$ cat src/rtl/mem_arbiter.sv
// mem_arbiter: shares one memory port between the IFU (read-only) and the LSU
// (read/write). Round-robin arbitration on ties, a programmable wait before
// each access to model memory latency, and a held response until the owner
// takes it. A single transaction is in flight at any time.
module mem_arbiter #(
  parameter int AW = 32,
  parameter int DW = 32,
  parameter int LW = 5
) (
  input  logic              clk,
  input  logic              rst,
  input  logic [LW-1:0]     lat_cfg,
  // IFU request / response
  input  logic              ifu_req_valid,
  output logic              ifu_req_ready,
  input  logic [AW-1:0]     ifu_addr,
  output logic              ifu_rsp_valid,
  input  logic              ifu_rsp_ready,
  output logic [DW-1:0]     ifu_rdata,
  // LSU request / response
  input  logic              lsu_req_valid,
  output logic              lsu_req_ready,
  input  logic              lsu_wen,
  input  logic [AW-1:0]     lsu_addr,
  input  logic [DW-1:0]     lsu_wdata,
  input  logic [DW/8-1:0]   lsu_wmask,
  output logic              lsu_rsp_valid,
  input  logic              lsu_rsp_ready,
  output logic [DW-1:0]     lsu_rdata,
  // Shared memory port
  output logic              mem_en,
  output logic              mem_wen,
  output logic [AW-1:0]     mem_addr,
  output logic [DW-1:0]     mem_wdata,
  output logic [DW/8-1:0]   mem_wmask,
  input  logic [DW-1:0]     mem_rdata
);

  localparam int MW = DW / 8;

  typedef enum logic [1:0] {
    S_IDLE = 2'd0,
    S_WAIT = 2'd1,
    S_RESP = 2'd2
  } state_e;

  // Port encoding used by owner_q / last_grant_q
  localparam logic PORT_IFU = 1'b0;
  localparam logic PORT_LSU = 1'b1;

  state_e          state_q,      state_d;
  logic [LW-1:0]   cnt_q,        cnt_d;
  logic            last_grant_q, last_grant_d;
  logic            owner_q,      owner_d;
  logic            wen_q,        wen_d;
  logic [AW-1:0]   addr_q,       addr_d;
  logic [DW-1:0]   wdata_q,      wdata_d;
  logic [MW-1:0]   wmask_q,      wmask_d;
  logic [DW-1:0]   rdata_q,      rdata_d;
  // Set for the single IDLE cycle that follows a response handshake; no
  // request is accepted in that cycle, which gives one transaction every
  // lat_cfg+4 cycles under continuous load.
  logic            hold_q,       hold_d;

  logic            grant_ifu;
  logic            grant_lsu;
  logic            can_accept;
  logic            accept;
  logic            mem_fire;
  logic            rsp_hs;

  // Arbitration, request handshake and access/response qualifiers
  always_comb begin
    grant_lsu  = lsu_req_valid && (!ifu_req_valid || (last_grant_q == PORT_IFU));
    grant_ifu  = ifu_req_valid && !grant_lsu;
    // Readys are forced low while reset is held so every output reads 0.
    can_accept = (state_q == S_IDLE) && !hold_q && !rst;
    ifu_req_ready = can_accept && grant_ifu;
    lsu_req_ready = can_accept && grant_lsu;
    accept     = ifu_req_ready || lsu_req_ready;
    mem_fire   = (state_q == S_WAIT) && (cnt_q == '0);
    rsp_hs     = (state_q == S_RESP) &&
                 ((owner_q == PORT_LSU) ? lsu_rsp_ready : ifu_rsp_ready);
  end

  // Next-state logic for the FSM and the latched transaction fields
  always_comb begin
    state_d      = state_q;
    cnt_d        = cnt_q;
    last_grant_d = last_grant_q;
    owner_d      = owner_q;
    wen_d        = wen_q;
    addr_d       = addr_q;
    wdata_d      = wdata_q;
    wmask_d      = wmask_q;
    rdata_d      = rdata_q;
    hold_d       = 1'b0;
    unique case (state_q)
      S_IDLE: begin
        if (accept) begin
          state_d      = S_WAIT;
          cnt_d        = lat_cfg;
          owner_d      = lsu_req_ready;
          last_grant_d = lsu_req_ready;
          if (lsu_req_ready) begin
            wen_d   = lsu_wen;
            addr_d  = lsu_addr;
            wdata_d = lsu_wdata;
            // Reads never drive byte enables onto the memory port.
            wmask_d = lsu_wen ? lsu_wmask : '0;
          end else begin
            wen_d   = 1'b0;
            addr_d  = ifu_addr;
            wdata_d = '0;
            wmask_d = '0;
          end
        end
      end
      S_WAIT: begin
        if (cnt_q != '0) begin
          cnt_d = cnt_q - LW'(1);
        end else begin
          // mem_rdata is only valid in the access cycle, so capture it here.
          state_d = S_RESP;
          rdata_d = wen_q ? '0 : mem_rdata;
        end
      end
      S_RESP: begin
        if (rsp_hs) begin
          state_d = S_IDLE;
          hold_d  = 1'b1;
        end
      end
      default: begin
        state_d = S_IDLE;
      end
    endcase
  end

  // State and transaction registers; reset drops any in-flight transaction
  always_ff @(posedge clk or posedge rst) begin
    if (rst) begin
      state_q      <= S_IDLE;
      cnt_q        <= '0;
      last_grant_q <= PORT_IFU;
      owner_q      <= PORT_IFU;
      wen_q        <= 1'b0;
      addr_q       <= '0;
      wdata_q      <= '0;
      wmask_q      <= '0;
      rdata_q      <= '0;
      hold_q       <= 1'b0;
    end else begin
      state_q      <= state_d;
      cnt_q        <= cnt_d;
      last_grant_q <= last_grant_d;
      owner_q      <= owner_d;
      wen_q        <= wen_d;
      addr_q       <= addr_d;
      wdata_q      <= wdata_d;
      wmask_q      <= wmask_d;
      rdata_q      <= rdata_d;
      hold_q       <= hold_d;
    end
  end

  // Memory port and response outputs; everything idles at 0
  always_comb begin
    mem_en    = mem_fire;
    mem_wen   = mem_fire && wen_q;
    mem_addr  = mem_fire ? addr_q  : '0;
    mem_wdata = mem_fire ? wdata_q : '0;
    mem_wmask = mem_fire ? wmask_q : '0;

    ifu_rsp_valid = (state_q == S_RESP) && (owner_q == PORT_IFU);
    lsu_rsp_valid = (state_q == S_RESP) && (owner_q == PORT_LSU);
    ifu_rdata     = ifu_rsp_valid ? rdata_q : '0;
    lsu_rdata     = lsu_rsp_valid ? rdata_q : '0;
  end

endmodule

$ cat config.mk
export PLATFORM = sky130hd
export DESIGN_NAME = mem_arbiter
export DESIGN_NICKNAME = d
export VERILOG_FILES = /design/src/rtl/mem_arbiter.sv
export SDC_FILE = /design/constraint.sdc
export NUM_CORES = 1
export LEC_CHECK = 0
export BUFFER_PORTS_ARGS = -buffer_cell sky130_fd_sc_hd__buf_2
export CORE_UTILIZATION = 40
export DETAILED_ROUTE_END_ITERATION = 10
export PLACE_DENSITY = 0.71
export SYNTH_ARGS = -nofsm -noshare
export SYNTH_HDL_FRONTEND = slang
export SYNTH_SLANG_ARGS = --single-unit
$ cat constraint.sdc
create_clock -name clk -period 4.8 [get_ports clk]
set_input_delay 0 -clock clk [delete_from_list [all_inputs] [get_ports clk]]
set_output_delay 0 -clock clk [all_outputs]
set_load 0.02 [all_outputs]
== Word level (Yosys, flattened, before mapping) ==
Index checks and enable logic that the tools add are counted.
Cells by class
  add/sub/neg operators: 1
  equality and inequality tests: 6
  muxes and demuxes: 21
  bitwise operators: 2
  reductions and logical operators: 25
Operators with widths (number)
  $mux W32: 7
  $mux W4: 3
  $logic_and A1 B1 Y1: 11
  $mux W5: 2
  $pmux W5 S2: 1
  $mux W2: 3
  $ne A2 B2 Y1 const B: 3
  $pmux W2 S3: 1
  $reduce_and A3 Y1: 2
  $logic_not A5 Y1: 1
  $reduce_bool A5 Y1: 1
  $sub A5 B1 Y5 const B: 1
  $logic_not A1 Y1: 4
  $mux W1: 4
  $reduce_and A2 Y1: 2
  $eq A2 B1 Y1 const B: 1
  $eq A2 B2 Y1 const B: 1
  $logic_not A2 Y1: 1
  $logic_or A1 B1 Y1: 2
  $ne A2 B1 Y1 const B: 1
  $not A1 Y1: 2
  $reduce_bool A2 Y1: 1
Word-level totals
  register bits after elaboration: 110
  bits of input ports: 144
  output and inout port bits: 138
  word-level logic and storage cells: 64

== Logic depth before layout (Yosys ltp) ==
Gate-level depths: netlist (run 1).
  depth after elaboration: 9
  depth in mapped cells: 7
  mapped depth without buffers: 6

== Worst setup path after synthesis (run 1) ==
No wires, ideal clock.
  path type: register to output
  from: register state_q[1]
  to: output port mem_wdata[26]
  arrival: 1976 ps
  data required time: 4800 ps
  slack: 2824 ps
  stages on the path, launching flop included: 8
  cell sequence: dfrtp_1 buf_2 nor2b_1 and4b_1 clkbuf_1 clkbuf_1 clkbuf_1 and2_1
On the way
  word-level cells in the longest chain between the ends: 3
Ends and longest elaborated chain
  start: declaration: RTL line 51  | state_e state_q, state_d;
  start signal: assignment: RTL line 154  | state_q <= state_d;
  $eq A2 B1 Y1: RTL line 81  | mem_fire = (state_q == S_WAIT) && (cnt_q == '0);
  $logic_and A1 B1 Y1: RTL line 81
  named net mem_en: RTL line 31  | output logic mem_en,
  $mux W32: RTL line 172  | mem_wdata = mem_fire ? wdata_q : '0;
  end: declaration: RTL line 34  | output logic [DW-1:0] mem_wdata,
The timed path passes the listed nets, and every way through them passes these cells.

== Worst setup path in the final report (run 1) ==
  from: register state_q[0]
  to: register addr_q[17]
On the way
  word-level cells in the longest chain between the ends: 6
Ends and longest elaborated chain
  $logic_not A2 Y1 *: RTL line 77, 98
  $logic_and A1 B1 Y1 (2 in series): RTL line 77  | can_accept = (state_q == S_IDLE) && !hold_q && !rst;
  $logic_and A1 B1 Y1 (on tied branches): RTL line 78, 79
  $logic_or A1 B1 Y1: RTL line 80  | accept = ifu_req_ready || lsu_req_ready;
  $reduce_and A2 Y1 (no line)
  end signal: assignment: RTL line 159  | addr_q <= addr_d;
  end: declaration: RTL line 56  | logic [AW-1:0] addr_q, addr_d;
Every way passes the cells marked *; elsewhere a longest branch is shown, timed or not.
A chain may end at the register's enable or synchronous reset.

==> results of run 1 <==
state kept, by name, indices dropped and copies added (netlist names):
| signal | cells |
|---|---|
| addr_q | 32 |
| wmask_q | 4 |
| cnt_q | 5 |
| hold_q | 1 |
| wen_q | 1 |
| owner_q | 1 |
| wdata_q | 32 |
| rdata_q | 32 |
| state_q | 2 |
kinds of logic after synthesis:
group,after synthesis,share of synthesized area (%)
AO/OA/AOI/OAI,145,16.1
multiplexers,34,6.45
flip-flops,110,46.7
adder cells (fa/ha/maj),1,0.212
AND/OR/NAND/NOR,224,23.9
buffers and inverters,94,6.70
critical path: cells and delay by family (launching register included):
family	cells	cell delay, ns
AND/OR/NAND/NOR	2	1.78
flip-flops	1	0.48
AO/OA/AOI/OAI	1	0.10
buffers and inverters	2	0.89
metal layers:
layer	wire length (um)	part of all wire (%)	track usage [%]
met1	7610	43	29.0
met2	8720	49	40.2
met3	1150	6.5	5.35
met4	316	1.8	8.28
met5	0	0	0
power by group through the flow:
stage / clock [uW] / sequential, uW / combinational [uW]
after floorplan: 0 / 1480 / 766
after global placement: 0 / 1560 / 921
after detailed placement: 0 / 1580 / 948
after CTS: 790 / 1560 / 1240
after global routing: 828 / 1630 / 1400
final: 772 / 1570 / 1260
how the worst min path moves through the flow:
stage | startpoint | endpoint | slack [ns]
floorplan | ifu_req_valid | owner_q$_DFFE_PP0P_ | 0.10
global placement | rst | hold_q$_DFF_PP0_ | 0.14
detailed placement | rst | state_q[0]$_DFFE_PP0P_ | 0.14
CTS | mem_rdata[21] | rdata_q[21]$_DFFE_PP0P_ | 0.0001
global route | mem_rdata[25] | rdata_q[25]$_DFFE_PP0P_ | 0.01
finish | mem_rdata[21] | rdata_q[21]$_DFFE_PP0P_ | 0.01
stage by stage:
step	std cells	worst slack (ns)	instance area (um^2)
2_1_floorplan	608	1.90	5900
3_3_place_gp	1024	2.08	7350
3_5_place_dp	1024	2.05	7350
4_1_cts	1169	1.49	8950
5_1_grt	1169	1.22	8950
6_report	1170	1.40	8950
synth_stat cells:
master    count
a22oi_1       1
dfrtp_1     110
or2_2         1
mux2_2       32
nand2_1       2
nand2b_1      1
ha_1          1
clkbuf_1     42
a31o_2        1
a221oi_1      1
a22o_1       33
a32o_1        4
nor3b_1       1
a31oi_1      33
mux2i_1       2
nand4_1       1
nor2b_1      33
buf_2        10
nor4_4        1
nor3_1        3
or4b_2        1
o21ai_0      33
and4b_1       2
o211a_1       1
and2_1      134
or3_1        33
nor4b_1       1
a21bo_2       1
o32ai_1       1
a21oi_1      34
o221a_2       2
and3b_1       1
nor2_1        8
or4_4         1
buf_6         4
inv_1        38
final cells by class:
cell class              instances  area share [%]
clock buffers                  10            2.67
clock inverters                 6           0.783
diodes                          1          0.0279
repair buffers                417            30.7
inverters                      38            1.62
well taps                     184            2.57
flip-flops and latches        110            30.7
multi-input cells             404            30.9
what timing repair did:
item                                    CTS  global route
endpoints found under the setup margin    0             0
endpoints found under the hold margin   134             0
hold buffers                            129             0
==> impl_metrics.json, run 1 <==
{
  "syn_nets": 753,
  "p_leak_uw": 0.00463,
  "start_util_pct": 40.7,
  "clk_latency_ns": 0.35,
  "dr.pass1.iters": 4,
  "rsz0062_at_grt": "no",
  "final_max_slew_viol_count": 0,
  "drt_wl_total_mm": 17.8,
  "track_usage_pct": 23.5,
  "vias": 5847,
  "fin_crit_sh_pct": 70.8,
  "synthToLayoutAreaGrowth_pct": 51.8,
  "reg2reg_from": "state_q[0]$_DFFE_PP0P_",
  "cts_made_buffers": 9,
  "fin_skew_ns": 0.0100,
  "grt_max_degree": 78,
  "fin_nets": 1125,
  "synth_top_area_share_pct": 46.7,
  "synthTopCellsByArea": "dfrtp_1, and2_1, mux2_2",
  "worst_pin_slew_ns": 1.09,
  "switching_share_pct": 31.9,
  "syn-cell-area_um2": 5900,
  "numClockSinks": 110,
  "crit_path_end": "addr_q[17]$_DFFE_PP0P_",
  "crit_arrival_ns": 3.64,
  "status": "completed",
  "p_per_area_nw_per_um2": 403,
  "multi_input_area_um2": 2760,
  "crit_chain": "or4_4, nor2_2, buf_4, a31oi_1, dlygate4sd3_1",
  "antenna_found_initial": 0,
  "layout_common_cells": "buf_2, and2_1, dlygate4sd3_1",
  "max_stage_delay_ns": 0.93,
  "wl_per_cell_um": 15.2,
  "dieWidth_um": 123,
  "critPathKind": "register to register",
  "ys_seq_area_share_pct": 46.7,
  "cp.required_ns": 5.04,
  "drv_cap": 0,
  "via_per_inst": 5.00,
  "grt_overflow": 0,
  "critPathSlowestCell": "nor2_2",
  "htreeDepth": 3,
  "power_uw": 3610,
  "min_period_ns": 3.40,
  "setup.worst_path.start": "state_q[0]$_DFFE_PP0P_",
  "hold_ws_ns": 0.0108,
  "clock_path_buffers": 2,
  "r2r-end": "addr_q[17]$_DFFE_PP0P_",
  "pwr-share-comb_pct": 35.0,
  "drive_gt1_share_pct": 35.5,
  "fmax_ghz": 0.294,
  "fillers": 1198,
  "yosysUniqueCellTypes": 36,
  "synth_seq_cells": 110,
  "core-area_um2": 14500,
  "io_pins": 282,
  "drc": 0,
  "netlist_instances": 608,
  "r2r_cells": 5,
  "intPower_uw": 2460,
  "ant_nets": 0,
  "grt_pass1_vias": 5621,
  "yosysTopAreaCell": "dfrtp_1",
  "final_hold_viol_count": 0,
  "relSlewSlack_pct": 27.5,
  "max-vdd-ir-drop_uv": 216,
  "cts_tree": "done",
  "yosysWarnings": 0,
  "cts.reportedPaths.clkPinSlew_ns": 0.08,
  "dpl.hpwl_mm": 11.0,
  "setup.worst_path.end_class": "register",
  "portBuffers": 281,
  "avgSynthCellArea_um2": 9.70,
  "min_path_cells": 3,
  "regArea_um2": 2750,
  "root_buffer": "clkbuf_16",
  "drtIter0Drc": 339,
  "place_congestion": 0.759,
  "cts_resized": 0,
  "die_h_um": 123,
  "rows": 44,
  "grt_pass1_wl_mm": 27.7,
  "setup_tns_ns": 0,
  "crit_fanout": 69,
  "setup_viol": 0,
  "rrSetupSlack_ns": 1.40,
  "dieArea_um2": 15200,
  "post_cts_buffers": 0,
  "p_switching_uw": 1150,
  "final_core_util_pct": 61.8,
  "crit_path_start_kind": "register",
  "final_common_cell": "buf_2",
  "clkPwrFrac_pct": 21.4,
  "hold_path.class": "input pin to register",
  "seqPwrFrac_pct": 43.6
}
Note: power is estimated with default switching activity, not from simulation.
==> run 2: changes to the inputs <==
- ABC_AREA: unset -> 1
- PLACE_DENSITY: 0.71 -> 0.73
- clock period: 4.8 -> 2.85 ns (I/O delays scaled with it)
==> impl_metrics.json, run 2 <==
{
  "dr.pass1.iters": 7,
  "max-vdd-ir-drop_uv": 342,
  "synthTopCellsByArea": "dfrtp_1, nand2_1, inv_1",
  "final_common_cell": "buf_2",
  "rows": 44,
  "violations": "hold timing",
  "fmax_ghz": 0.424,
  "fin_cells": 1417,
  "die_h_um": 124,
  "yosysWarnings": 0,
  "grt_max_degree": 66,
  "fin_skew_ns": 0.00785,
  "r2r-end": "addr_q[4]$_DFFE_PP0P_",
  "status": "finished, violations left",
  "largestRegisters": "addr_q x32, rdata_q x32, wdata_q x32",
  "drt_wl_total_mm": 18.6,
  "synth-async-reset-ratio_pct": 100,
  "worst_pin_slew_ns": 1.14,
  "critPathSlowestCell": "dlygate4sd3_1",
  "min_from": "lsu_addr[16]",
  "relSlewSlack_pct": 23.8,
  "clock_path_buffers": 2,
  "drive_gt1_share_pct": 28.7,
  "avgSynthCellArea_um2": 7.21,
  "rsz0062_at_grt": "no",
  "drv_cap": 0,
  "cp.required_ns": 3.08,
  "fin_ws_ns": 0.489,
  "dieArea_um2": 15500,
  "placedCellCount": 1262,
  "antenna_found_initial": 1,
  "start_util_pct": 41.1,
  "grt_pass1_vias": 6466,
  "layout_common_cells": "buf_2, nand2_1, inv_1",
  "final_hold_viol_count": 1,
  "portBuffers": 281,
  "antenna_cells": 0,
  "vias": 6572,
  "final_area_um2": 9110,
  "syn-cell-area_um2": 6000,
  "dpl.hpwl_mm": 11.8,
  "post_cts_buffers": 0,
  "synthToLayoutAreaGrowth_pct": 52.0,
  "cts_made_buffers": 9,
  "syn_nets": 977,
  "min_period_ns": 2.36,
  "reg2reg_from": "state_q[1]$_DFFE_PP0P_",
  "numClockSinks": 110,
  "synth_seq_cells": 110,
  "critPathKind": "register to register",
  "placed_cell_area_um2": 7400,
  "multi_input_area_um2": 2240,
  "grt_overflow": 0,
  "rrSetupSlack_ns": 0.49,
  "r2r_cells": 8,
  "hold_path_end": "addr_q[16]$_DFFE_PP0P_",
  "netlist_instances": 832,
  "final_max_slew_viol_count": 0,
  "io_pins": 282,
  "via_per_inst": 4.64,
  "hold_path.class": "input pin to register",
  "crit_path_start_kind": "register",
  "cts.reportedPaths.clkPinSlew_ns": 0.07,
  "p_leak_uw": 0.00516,
  "max_stage_delay_ns": 0.55,
  "yosysUniqueCellTypes": 23,
  "drc": 0,
  "root_buffer": "clkbuf_16",
  "p_per_area_nw_per_um2": 769,
  "crit_arrival_ns": 2.59,
  "hold_ws_ns": -0.000178,
  "regArea_um2": 2750,
  "clk_latency_ns": 0.34,
  "drtIter0Drc": 360,
  "ys_seq_area_share_pct": 45.9,
  "setup_tns_ns": 0,
  "crit_fanout": 44,
  "htreeDepth": 3,
  "synthFlopType": "dfrtp_1",
  "yosysMostFrequentCell": "nand2_1",
  "fin_crit_sh_pct": 82.8,
  "yosysTopAreaCell": "dfrtp_1",
  "core-area_um2": 14600,
  "fillers": 1227,
  "wl_per_cell_um": 13.1,
  "synth_top_area_share_pct": 45.9,
  "grt_pass1_wl_mm": 30.9,
  "synth_edf_count": 0,
  "ant_nets": 0,
  "setup_viol": 0,
  "place_congestion": 0.805,
  "track_usage_pct": 24.6,
  "fin_nets": 1373,
  "min_path_cells": 5,
  "place_ws_ns": 0.894,
  "dieWidth_um": 124,
  "setup.worst_path.end_class": "register",
  "cts_resized": 0,
  "crit_chain": "nor2_1, nand3_1, nor2_4, buf_12, nand2_1, nand3_1, dlygate4sd3_1, nand2_1",
  "cts_tree": "done",
  "synth_common_cells": "nand2_1, inv_1, nor2_1"
}
[run 2: cell count changes after synthesis, sizes merged, moves of 34 or more]
cell	before	now
nand3	0	77
a21oi	34	0
and2	134	0
o21ai	33	74
nand2	2	196
nor2	8	147
clkbuf	42	4
inv	38	181
[run 2: kinds of logic after synthesis]
kind of cell | share of synthesized area, %
AOI/OAI and AO/OA | 7.37
adders and majority gates | 0.209
buffers and inverters | 16.8
DFF | 45.9
muxes | 0.167
and+or+nand+nor | 29.6
[run 2: critical path: cells and delay by family, from the launching register on]
kind / cells / cell delay [ns]
buf+inv: 2 / 0.86
flops: 1 / 0.43
simple gates: 6 / 0.96
[run 2: how the worst max path moves through the flow]
stage | from | to | cells after the start
floorplan | rst | addr_q[24]$_DFFE_PP0P_ | 8
finish | state_q[1]$_DFFE_PP0P_ | addr_q[4]$_DFFE_PP0P_ | 8
CTS | state_q[1]$_DFFE_PP0P_ | addr_q[4]$_DFFE_PP0P_ | 8
global placement | cnt_q[0]$_DFFE_PP0P_ | rdata_q[3]$_DFFE_PP0P_ | 7
detailed placement | cnt_q[0]$_DFFE_PP0P_ | rdata_q[30]$_DFFE_PP0P_ | 7
global route | state_q[0]$_DFFE_PP0P_ | addr_q[8]$_DFFE_PP0P_ | 9
[run 2: layer usage]
layer / up-vias / wire length [um] / GRT usage, %
li1: 3229 / - / -
met1: 2996 / 7580 / 29.5
met2: 297 / 9240 / 42.2
met3: 48 / 1190 / 5.11
met4: 2 / 579 / 11.1
met5: - / 12 / 0
[run 2: cell type report]
type | instances | share of cell area (%)
flip-flops and latches | 110 | 30.2
clock inverters | 6 | 0.920
multi-input cells | 496 | 24.6
well taps | 184 | 2.53
repair buffers | 429 | 31.6
clock buffers | 10 | 2.62
inverters | 182 | 7.54
[run 2: repair_timing]
action	CTS	global route
hold endpoints to repair	108	0
endpoints found under the setup margin	0	0
hold buffers	139	0
[run 2: per-stage QoR]
stage               utilization, %  hold WS (ns)  total power (uW)
floorplan                        -         0.121              4740
global placement              50.7       -0.0852              5300
detailed placement            50.7       -0.0847              5390
CTS                           62.5       0.00232              7010
global route                  62.5        0.0279              7590
finish                        62.5     -0.000178              7010
[run 2: power breakdown]
part           leakage, uW  internal (uW)  total [uW]  switching [uW]
sequential         0.00139           2320        2620             300
combinational      0.00362           1090        3020            1940
clock             0.000163            794        1360             564
==> run 3: changes to the inputs <==
- clock period: 2.85 -> 2.1 ns (I/O delays scaled with it)
==> impl_metrics.json, run 3 (synthesis gave the netlist of run 2 again) <==
{
  "io_pins": 282,
  "track_usage_pct": 24.1,
  "vias": 6676,
  "fmax_ghz": 0.497,
  "cp.required_ns": 2.10,
  "wl_per_cell_um": 13.4,
  "worst_pin_slew_ns": 0.647,
  "clk_latency_ns": 0.36,
  "dieArea_um2": 15500,
  "relSlewSlack_pct": 56.9,
  "drc": 0,
  "htreeDepth": 3,
  "dpl.hpwl_mm": 11.4,
  "status": "completed",
  "post_cts_buffers": 0,
  "max_stage_delay_ns": 0.39,
  "drv_cap": 0,
  "ant_nets": 0,
  "grt_pass1_wl_mm": 30.1,
  "p_per_area_nw_per_um2": 1030,
  "cts.reportedPaths.clkPinSlew_ns": 0.07,
  "dieWidth_um": 124,
  "critPathKind": "register to output pin",
  "portBuffers": 281,
  "fillers": 1130,
  "setup_viol": 0,
  "grt_overflow": 0,
  "place_congestion": 0.805,
  "fin_crit_sh_pct": 95.9,
  "grt_pass1_vias": 6259,
  "final_hold_viol_count": 0,
  "min_period_ns": 2.01,
  "hold_path.class": "input pin to register",
  "critPathSlowestCell": "dfrtp_1",
  "layout_common_cells": "buf_2, nand2_1, inv_1",
  "max-vdd-ir-drop_uv": 444,
  "cts_tree": "done",
  "crit_arrival_ns": 2.01,
  "synthToLayoutAreaGrowth_pct": 57.0,
  "start_util_pct": 41.1,
  "crit_fanout": 25,
  "power_uw": 9710,
  "root_buffer": "clkbuf_16",
  "crit_chain": "inv_1, ha_4, nand3_2, nor2_4, inv_8, buf_16, nor2_1, buf_4",
  "fin_skew_ns": 0.0103,
  "crit_path_start_kind": "register",
  "dr.pass1.iters": 5,
  "rows": 44,
  "drtIter0Drc": 475,
  "drive_gt1_share_pct": 29.9,
  "min_path_cells": 4,
  "antenna_cells": 0,
  "setup_tns_ns": 0,
  "drt_wl_total_mm": 19.2,
  "cts_made_buffers": 9,
  "largestRegisters": "addr_q x32, rdata_q x32, wdata_q x32",
  "placed_cell_area_um2": 7520,
  "antenna_found_initial": 0,
  "final_max_slew_viol_count": 0,
  "numClockSinks": 110,
  "via_per_inst": 4.67,
  "grt_max_degree": 71,
  "setup.worst_path.end_class": "output pin",
  "final_area_um2": 9410,
  "die_h_um": 124,
  "p_leak_uw": 0.00528,
  "fin_nets": 1386,
  "core-area_um2": 14600,
  "final_common_cell": "buf_2",
  "r2r_cells": 8,
  "clock_path_buffers": 2
}
run 3: cell count changes in the layout (fill, tap and decap cells not counted), moves of 2 or more:
cell,previous run,this run
nand3_1,65,57
buf_4,8,19
clkbuf_16,9,12
buf_16,0,2
nand2_2,3,1
clkinv_2,3,1
nand2_4,1,3
nor2_2,0,3
dlygate4sd3_1,139,145
nor2_1,143,140
nand3_2,12,20
buf_2,281,270
run 3: layout make-up:
cell class,count,area (um^2),area share (%)
Tap cell,184,230,2.45
Clock buffer,9,225,2.39
Timing Repair Buffer,442,3130,33.3
Sequential cell,110,2750,29.2
Multi-Input combinational cell,496,2310,24.6
Clock inverter,6,68.8,0.731
Inverter,182,694,7.38
run 3: report_power, final:
group          internal (uW)  switching [uW]
clock network            927             791
logic                   1630            2790
registers               3150             415
total                   5710            4000
run 3: worst paths after layout:
kind,to,slack [ns],start
hold / removal,state_q[0]$_DFFE_PP0P_,0.12,ifu_req_valid
max in group asynchronous,rdata_q[14]$_DFFE_PP0P_,0.70,rst
hold reg to reg,addr_q[19]$_DFFE_PP0P_,0.48,addr_q[19]$_DFFE_PP0P_
min in group asynchronous,state_q[0]$_DFFE_PP0P_,0.32,rst
setup reg to reg,addr_q[2]$_DFFE_PP0P_,0.13,state_q[1]$_DFFE_PP0P_
setup / recovery,mem_wdata[29],0.09,cnt_q[0]$_DFFE_PP0P_
run 3: critical path: cells and delay by family, from the launching register on:
| family | cells | cell delay, ns |
|---|---|---|
| fa+ha+maj | 1 | 0.16 |
| buf+inv | 4 | 0.59 |
| flops | 1 | 0.39 |
| simple gates | 3 | 0.50 |
run 3: what timing repair did:
action	CTS	global route
setup endpoints to repair	10	65
gates resized for setup	1	22
endpoints found under the hold margin	180	0
cloned	0	3
pin swaps	0	3
hold buffers	145	0
run 3: layer usage:
| metal | routed length, um | vias up | GRT usage [%] |
|---|---|---|---|
| li1 | - | 3258 | - |
| met3 | 1040 | 47 | 5.24 |
| met2 | 9660 | 282 | 42.1 |
| met4 | 516 | 0 | 8.79 |
| met1 | 7930 | 3089 | 29.0 |
| met5 | 0 | - | 0 |
run 3: through the flow:
| step | hold slack, ns | cells | setup WS, ns | utilization, % |
|---|---|---|---|---|
| after detailed placement | 0.129 | 1266 | 0.373 | 51.5 |
| after global placement | 0.118 | 1266 | 0.464 | 51.5 |
| after CTS | 0.113 | 1426 | 0.0259 | 63.5 |
| after global routing | 0.137 | 1429 | -0.0163 | 64.5 |
| final | 0.121 | 1429 | 0.0867 | 64.5 |
| after floorplan | 0.121 | 832 | -0.458 | - |
